<file path="config.mk">
export PLATFORM = sky130hd
export DESIGN_NAME = mem_port_arbiter
export DESIGN_NICKNAME = d
export VERILOG_FILES = /design/src/rtl/mem_port_arbiter.sv
export SDC_FILE = /design/constraint.sdc
export NUM_CORES = 1
export LEC_CHECK = 0
export ABC_AREA = 1
export CAP_MARGIN = 20
export CORE_AREA = 3 3 85 168
export DETAILED_ROUTE_END_ITERATION = 8
export DIE_AREA = 0 0 88 171
export GPL_ROUTABILITY_DRIVEN = 0
export GPL_TIMING_DRIVEN = 0
export MAX_ROUTING_LAYER = met4
export PLACE_DENSITY = 0.93
export SLEW_MARGIN = 40
export SYNTH_ARGS = -nofsm -noshare
export SYNTH_HDL_FRONTEND = slang
export SYNTH_SLANG_ARGS = --single-unit
</file>
<file path="constraint.sdc">
create_clock -name clk -period 2.9 [get_ports clk]
set_input_delay 0.435 -clock clk [delete_from_list [all_inputs] [get_ports clk]]
set_output_delay 0.435 -clock clk [all_outputs]
set_load 0.02 [all_outputs]
</file>
<file path="src/rtl/mem_port_arbiter.sv">
// mem_port_arbiter: round-robin arbiter sharing one single-port memory between fetch and load/store ports
module mem_port_arbiter #(
  parameter int WAIT_CYCLES = 1
) (
  input  logic        clk,
  input  logic        Reset,
  input  logic        IReq,
  input  logic [31:0] IAddr,
  input  logic        DReq,
  input  logic        DWrite,
  input  logic [31:0] DAddr,
  input  logic [31:0] DWData,
  input  logic [31:0] MemRData,
  output logic [31:0] MemAddr,
  output logic [31:0] MemWData,
  output logic        MemWrite,
  output logic        IAck,
  output logic        DAck,
  output logic [31:0] IRData,
  output logic [31:0] DRData,
  output logic        Err,
  output logic        Busy,
  output logic [1:0]  ArbState
);
  typedef enum logic [1:0] {IDLE, ACCESS, WAIT, RESP} state_t;
  state_t state;
  logic grantD, lastD, isWrite;
  logic [2:0] waitCnt;
  logic pickD, reqWrite, reqMis, toResp;
  logic [31:0] reqAddr;
  always_comb begin
    pickD = DReq & (~IReq | ~lastD);
    reqAddr = pickD ? DAddr : IAddr;
    reqWrite = pickD & DWrite;
    reqMis = |reqAddr[1:0];
    toResp = (state == ACCESS && WAIT_CYCLES == 0) || (state == WAIT && waitCnt == 3'd1);
  end
  assign Busy = state != IDLE;
  assign ArbState = state;
  always_ff @(posedge clk or negedge Reset) begin
    if (!Reset) begin
      state <= IDLE;
      grantD <= 1'b0;
      lastD <= 1'b1;
      isWrite <= 1'b0;
      waitCnt <= 3'd0;
      MemAddr <= 32'd0;
      MemWData <= 32'd0;
      MemWrite <= 1'b0;
      IAck <= 1'b0;
      DAck <= 1'b0;
      Err <= 1'b0;
      IRData <= 32'd0;
      DRData <= 32'd0;
    end else begin
      MemWrite <= 1'b0;
      IAck <= 1'b0;
      DAck <= 1'b0;
      Err <= 1'b0;
      case (state)
        IDLE: if (IReq | DReq) begin
          grantD <= pickD;
          lastD <= pickD;
          isWrite <= reqWrite;
          if (reqMis) begin
            // misaligned requests skip the memory entirely and respond with Err
            state <= RESP;
            Err <= 1'b1;
            IAck <= ~pickD;
            DAck <= pickD;
          end else begin
            state <= ACCESS;
            MemAddr <= reqAddr;
            MemWData <= DWData;
            MemWrite <= reqWrite;
          end
        end
        ACCESS: begin
          waitCnt <= 3'(WAIT_CYCLES);
          state <= WAIT_CYCLES > 0 ? WAIT : RESP;
        end
        WAIT: begin
          waitCnt <= waitCnt - 3'd1;
          state <= waitCnt == 3'd1 ? RESP : WAIT;
        end
        RESP: state <= IDLE;
      endcase
      if (toResp) begin
        IAck <= ~grantD;
        DAck <= grantD;
        if (!isWrite && grantD) DRData <= MemRData;
        if (!isWrite && !grantD) IRData <= MemRData;
      end
    end
  end
endmodule

</file>
==> qor.yml <==
place:
  portBuffers: 266
  pre_cts_ws_ps: 654
  dp.cells: 1098
  dp_hpwl_mm: 14.9
floorplan:
  core-area_mm2: 0.0131
  io_pins: 268
  dieArea_mm2: 0.0150
  die_h_um: 171
  die_w_um: 88
  initial_core_util: 0.448
  fp-row-count: 59
finish:
  layout.cells.non_filler: 1130
  layout-drive-gt1-share: 0.0634
  final_common_cell: "clkdlybuf4s50_1"
  nets: 1103
  diodes: 0
  layout_common_cells: "clkdlybuf4s50_1, nand2_1, dfrtp_1"
  areaGrowthSynthToFinish_pct: 60.7
  final_util: 0.720
timing:
  rsz0062_at_grt: "false"
  timing.final.crit_share: 0.819
  hold-worst-slack_ps: 445
  worst_slew_pin_slew_ps: 588
  fin_ws_ps: 526
  drv_slew: 0
  relSlewSlack: 0.608
  max_freq_mhz: 421
  hold_viol: 0
  period_needed_ps: 2370
  fin_skew_ps: 11.8
  setup_viol: 0
worst_setup_path:
  endpoint_kind: "output pin"
  path_cells: "inv_1 > ha_1 > inv_2 > clkdlybuf4s50_1"
  r2r_cells: 8
  critPathMaxStageDelay_ps: 640
  cp_slowest_cell: "clkdlybuf4s50_1"
  reg2reg_slack_ps: 910
  r2r-end: "MemWData[14]$_DFFE_PN0P_"
  r2r_start: "ArbState[1]$_DFFE_PN0P_"
  required_ps: 2470
  path_max_fanout: 6
  critPathLaunchType: "flop"
  crit_arrival_ps: 1940
  crit_type: "reg -> out"
detailed_routing:
  ant_nets: 0
  wire_per_inst_um: 17.6
  vias: 5870
  viasPerCell: 5.19
  drc: 0
  drt_iter0_markers: 303
  drt-total-wl_mm: 19.9
  dr.pass1.iters: 5
status:
  status: "completed"
global_routing:
  grt_pass1_wl_mm: 30.9
  grt_usage: 0.275
  grt_overflow_total: 0
  grt_pass1_vias: 6156
  grt_max_degree: 61
  antenna_found_initial: 0
logic_synthesis:
  ys_ff_latch: 140
  syn_nets: 815
  seq_area_frac_synth: 0.599
  synth.avg_cell_area_um2: 8.63
  syn_area_mm2: 0.00585
  ys_types: 25
  synth-main-ff-cell: "dfrtp_1"
  synth_edf_count: 0
  synthCells: 678
  synth_warnings: 0
  synthArstFlopShare: 1.00
cts:
  cts_buffer_depth: 2
  clkSlewWorstSetupHoldPaths_ps: 60
  cts_resized: 0
  insertion_delay_ps: 410
  cts-buffers-inserted: 17
  cts_tree: "yes"
  post_cts_buffers: 0
  htreeDepth: 4
  clockRootBuffer: "clkbuf_16"
  cts_sinks: 140
hold_path:
  whs_path_depth: 3
  hp-class: "in -> reg"
  worstHoldStart: "DReq"
  holdPathEnd: "MemWrite$_DFF_PN0_"
job:
  maxCapViolCount: 0
power:
  peakVddDrop_v: 0.000729
  power_density_mw_per_mm2: 1160
  power_leakage_nw: 4.61
  total_power_w: 0.0109
## synthesized netlist by cell type, types with 2 or more instances
cell type	number	area, um^2
a21boi_1	2	15.0
a21oi_1	2	10.0
buf_1	4	15.0
buf_2	18	90.1
clkbuf_1	18	67.6
dfrtp_1	139	3480
ha_1	4	50.1
inv_1	43	161
inv_2	3	11.3
nand2_1	261	980
nand3_1	96	480
nand4_2	2	25.0
nor2_1	5	18.8
nor2_2	2	12.5
o21ai_0	4	20.0
o21ai_1	65	325
o22ai_1	2	12.5
## critical path, delay by kind of cell (launching register included)
kind                       cells  cell delay (ps)
buffers and inverters          3              860
DFF                            1              430
adders and majority gates      1              240
## state kept, by name, summed over array words and instances (netlist names)
name and flops:
DRData 32, IRData 32, MemAddr 32, MemWData 32, waitCnt 3, ArbState 2, DAck 1, Err 1
IAck 1, MemWrite 1, grantD 1, isWrite 1, lastD 1
## final cells by class
class	count	area (um^2)
plain buffers	42	191
clock buffers	19	443
clock inverters	12	186
fillers	904	3660
inverters	46	173
multi-input cells	450	1980
flip-flops and latches	140	3500
well taps	152	190
repair buffers	269	2730
## worst max-delay path by stage
stage,startpoint,endpoint,slack [ps],cells after the start
floorplan,ArbState[0]$_DFFE_PN0P_,MemWData[1]$_DFFE_PN0P_,1310,8
global placement,Reset,MemAddr[9]$_DFFE_PN0P_,-3990,1
detailed placement,IReq,MemWData[7]$_DFFE_PN0P_,650,9
CTS,ArbState[1]$_DFFE_PN0P_,Busy,540,4
global route,ArbState[1]$_DFFE_PN0P_,Busy,460,4
finish,ArbState[1]$_DFFE_PN0P_,Busy,530,4
## stage by stage
stage / instance area, um^2 / setup TNS (ps)
3_3_place_gp: 8710 / -555020
4_1_cts: 9410 / 0
6_report: 9410 / 0
3_5_place_dp: 8770 / 0
2_1_floorplan: 5850 / 0
5_1_grt: 9410 / 0
## report_power, final
part | total, W | switching [W] | internal, W
registers | 0.00343 | 0.000528 | 0.00290
logic | 0.00518 | 0.00291 | 0.00227
clock network | 0.00233 | 0.000861 | 0.00147
total | 0.0109 | 0.00430 | 0.00664
## metal layers
metal	routed length (um)	share of wire	global-route usage
met5	0	0	-
met4	885	0.045	0.136
met3	975	0.049	0.0554
met2	11200	0.57	0.497
met1	6770	0.34	0.271
## kinds of logic (layout without fill, tap and decap cells)
group           after synthesis  after routing  share of synthesized area
buf+inv                      88            388                     0.0622
flops                       140            140                      0.599
compound gates               76             76                     0.0667
xor+xnor                      1              1                    0.00150
simple gates                369            369                      0.262
fa+ha+maj                     4              4                    0.00855
## what timing repair did
action                                 4_1_cts  5_1_grt
hold buffers                                 1        0
setup endpoints to repair                    0        0
endpoints found under the hold margin       25        0
No activity file was read; power rests on OpenSTA's default activity.
